$ cat config.mk
export PLATFORM = sky130hd
export DESIGN_NAME = dff_with_reset
export DESIGN_NICKNAME = d
export VERILOG_FILES = /design/src/rtl/dff_with_reset.sv
export SDC_FILE = /design/constraint.sdc
export NUM_CORES = 1
export LEC_CHECK = 0
export BUFFER_PORTS_ARGS = -buffer_cell sky130_fd_sc_hd__buf_2
export CAP_MARGIN = 20
export CORE_AREA = 2 2 39 41
export CTS_BUF_LIST = sky130_fd_sc_hd__clkbuf_4
export CTS_CLUSTER_DIAMETER = 40
export DETAILED_ROUTE_END_ITERATION = 6
export DIE_AREA = 0 0 41 43
export GPL_TIMING_DRIVEN = 0
export SLEW_MARGIN = 10
export SYNTH_ARGS = -nofsm -noshare
export SYNTH_HDL_FRONTEND = slang
export SYNTH_SLANG_ARGS = --single-unit
$ cat constraint.sdc
create_clock -name clk -period 0.8 [get_ports clk]
set_clock_uncertainty 0.15 [all_clocks]
set_input_delay 0.16 -clock clk [delete_from_list [all_inputs] [get_ports clk]]
set_output_delay 0.16 -clock clk [all_outputs]
set_load 0.03 [all_outputs]
$ cat src/rtl/dff_with_reset.sv
// Parameterised D flip-flop with synchronous active-high reset.
// Define DFF_WITH_RESET_CHG_EN to add a registered change flag output (chg).
module dff_with_reset #(
  parameter int unsigned      WIDTH       = 8,
  parameter logic [WIDTH-1:0] RESET_VALUE = {WIDTH{1'b0}}
) (
  input  logic             clk,
  input  logic             reset,
  input  logic [WIDTH-1:0] d,
  output logic [WIDTH-1:0] q
`ifdef DFF_WITH_RESET_CHG_EN
  ,
  output logic             chg
`endif
);

  logic [WIDTH-1:0] q_d, q_q;

  always_comb begin
    q_d = reset ? RESET_VALUE : d;
  end

  always_ff @(posedge clk) begin
    q_q <= q_d;
  end

  assign q = q_q;

`ifdef DFF_WITH_RESET_CHG_EN
  logic chg_d, chg_q;

  // Reset always clears the flag, even when it moves q.
  always_comb begin
    chg_d = !reset && (d != q_q);
  end

  always_ff @(posedge clk) begin
    chg_q <= chg_d;
  end

  assign chg = chg_q;
`endif

endmodule

==> flow_summary.ini <==
[synthesis]
synth_cells = 16
seq_area_frac_synth_pct = 76.2
synth.net_count = 26
yosys-top-cells-area = dfxtp_1 76%, nor2b_1 24%
syn_area_um2 = 210
ys_types = 2
synth_seq_cells = 8
synth_top_area_cell = dfxtp_1
syn_avg_cell_area_um2 = 13.1
synth_warnings = 0
yosysTopAreaCellShare_pct = 76.2

[layout]
fin_util_pct = 28.8
finalNonFillerCells = 52
nNetsFinal = 48
drive_gt1_share_pct = 77.8
area_growth_pct = 89.3
antenna_cells = 0
final_area_um2 = 398
largest_register_ffs = 8

[worst_setup_path]
crit_path_end_kind = output pin
max_stage_delay_ps = 320
path_cells = buf_6
cp_max_fo = 1
cp_top_family = flip-flops
arrival_ps = 690
cp.buffers_inverters = 1
cp.required_ps = 490
slowest_stage = dfxtp_2
cp-start-kind = register
worstSetupPathType = register to output pin

[sta]
fin_crit_ps = 1000
setup_tns_ps = -1550
slew_viol_final = 0
worst_slack_ps = -200
finalCritPeriodShare_pct = 125
maxSlewHeadroom_pct = 92.1
fmax_ghz = 1.00
hold_viol = 7
worst_slew_pin_slew_ps = 118
holdWs_ps = -23.9
setup_violations = 8
grt_setup_unrepaired = yes

[placed_design]
postPlaceCellArea_um2 = 315
place_congestion = 0.599
portBuffers = 17
placed_cells = 49

[cts]
clkSinkCount = 8
root_buffer = clkbuf_4
cts_max_level = 1
cts_inserted_buffers = 3
cts_buffer_depth = 2
clk_pin_slew_ps = 50
cts_tree = done

[floorplanning]
dieArea_um2 = 1760
die_h_um = 43
core_area_um2 = 1380
ios = 18
initial_core_util_pct = 15.2
placementRows = 14
die_w_um = 41

[power_and_ir_drop]
p_int_mw = 0.660
switchingPower_mw = 0.193
p_per_area_nw_per_um2 = 2140
power_frac_comb_pct = 14.9
ir_worst_vdd_uv = 625
switching_share_pct = 22.6
p_seq_share_pct = 51.1
pwr-share-clk_pct = 34.0
p_leak_nw = 0.184

[detailed_routing]
drt-pass1-iter-count = 1
num_vias = 167
initialDrtViolationCount = 0
drt-total-wl_um = 423
drtAntennaViolNets = 0
viasPerCell = 3.21
wl_per_cell_um = 8.13
drcViolationCount = 0

[worst_hold_path]
hp-class = primary input to register
hp-start = d[4]
holdPathEnd = q[4]$_SDFF_PP0_
hold-path-cell-count = 2

[run_status]
violations = negative hold slack, negative setup slack
outcome = finished, violations left

[grt]
grt.overflow.total = 0
grt_max_degree = 9
grt_pass1_wl_um = 676
grt_pass1_vias = 172
grtUsageTotal_pct = 6.64
antenna_found_initial = 0

[flow_run]
drv_cap = 0
cells by family (layout without fill, tap and decap cells):
family	count (synthesis)	in the layout	synth area share, %
and+or+nand+nor	8	8	23.8
buffers and inverters	0	20	0
DFF	8	8	76.2
cells in the mapped netlist (all sizes together):
cell   number
nor2b       8
dfxtp       8
metal layers:
metal  vias to the layer above  wire (um)  track usage [%]
met5                         -          0                0
met4                         0          0             8.00
met3                         0         98             5.76
met2                        18        118             5.94
met1                        61        206             7.77
li1                         88          -                -
worst max path at each step:
| stage | start | endpoint | slack (ps) | depth (start not counted) |
|---|---|---|---|---|
| floorplan | q[0]$_SDFF_PP0_ | q[0] | 30 | 0 |
| global placement | q[0]$_SDFF_PP0_ | q[0] | 6 | 1 |
| detailed placement | q[0]$_SDFF_PP0_ | q[0] | -10 | 1 |
| CTS | q[0]$_SDFF_PP0_ | q[0] | -220 | 1 |
| global route | q[0]$_SDFF_PP0_ | q[0] | -240 | 1 |
| finish | q[0]$_SDFF_PP0_ | q[0] | -200 | 1 |
cell type report:
| cell class | count | area [um^2] |
|---|---|---|
| multi-input cells | 8 | 50.0 |
| well taps | 16 | 20.0 |
| flip-flops and latches | 8 | 170 |
| clock buffers | 3 | 22.5 |
| fillers | 146 | 986 |
| repair buffers | 17 | 135 |
metrics by stage:
step                hold WS, ps  total power [mW]  setup slack [ps]
detailed placement          229             0.539             -9.76
finish                    -23.9             0.853              -200
global route              -12.1             0.905              -238
CTS                       -30.8             0.870              -220
global placement            230             0.538              6.43
floorplan                  81.6             0.491              30.7
cells in the final DEF, fill, tap and decap left out:
cell      n
buf_6     8
buf_2     9
clkbuf_4  3
nor2b_1   8
dfxtp_2   8
power groups by stage:
stage	clock [mW]	sequential (mW)	combinational, mW
2_1_floorplan	0	0.478	0.0132
3_3_place_gp	0	0.434	0.104
3_5_place_dp	0	0.435	0.105
4_1_cts	0.305	0.436	0.129
5_1_grt	0.330	0.436	0.139
6_report	0.290	0.435	0.127
timing repair:
action	4_1_cts	5_1_grt
hold endpoints to repair	7	3
setup buffers	0	0
gates resized for setup	24	0
pin swaps	0	0
setup endpoints to repair	8	8
(Power assumes the default switching activity.)
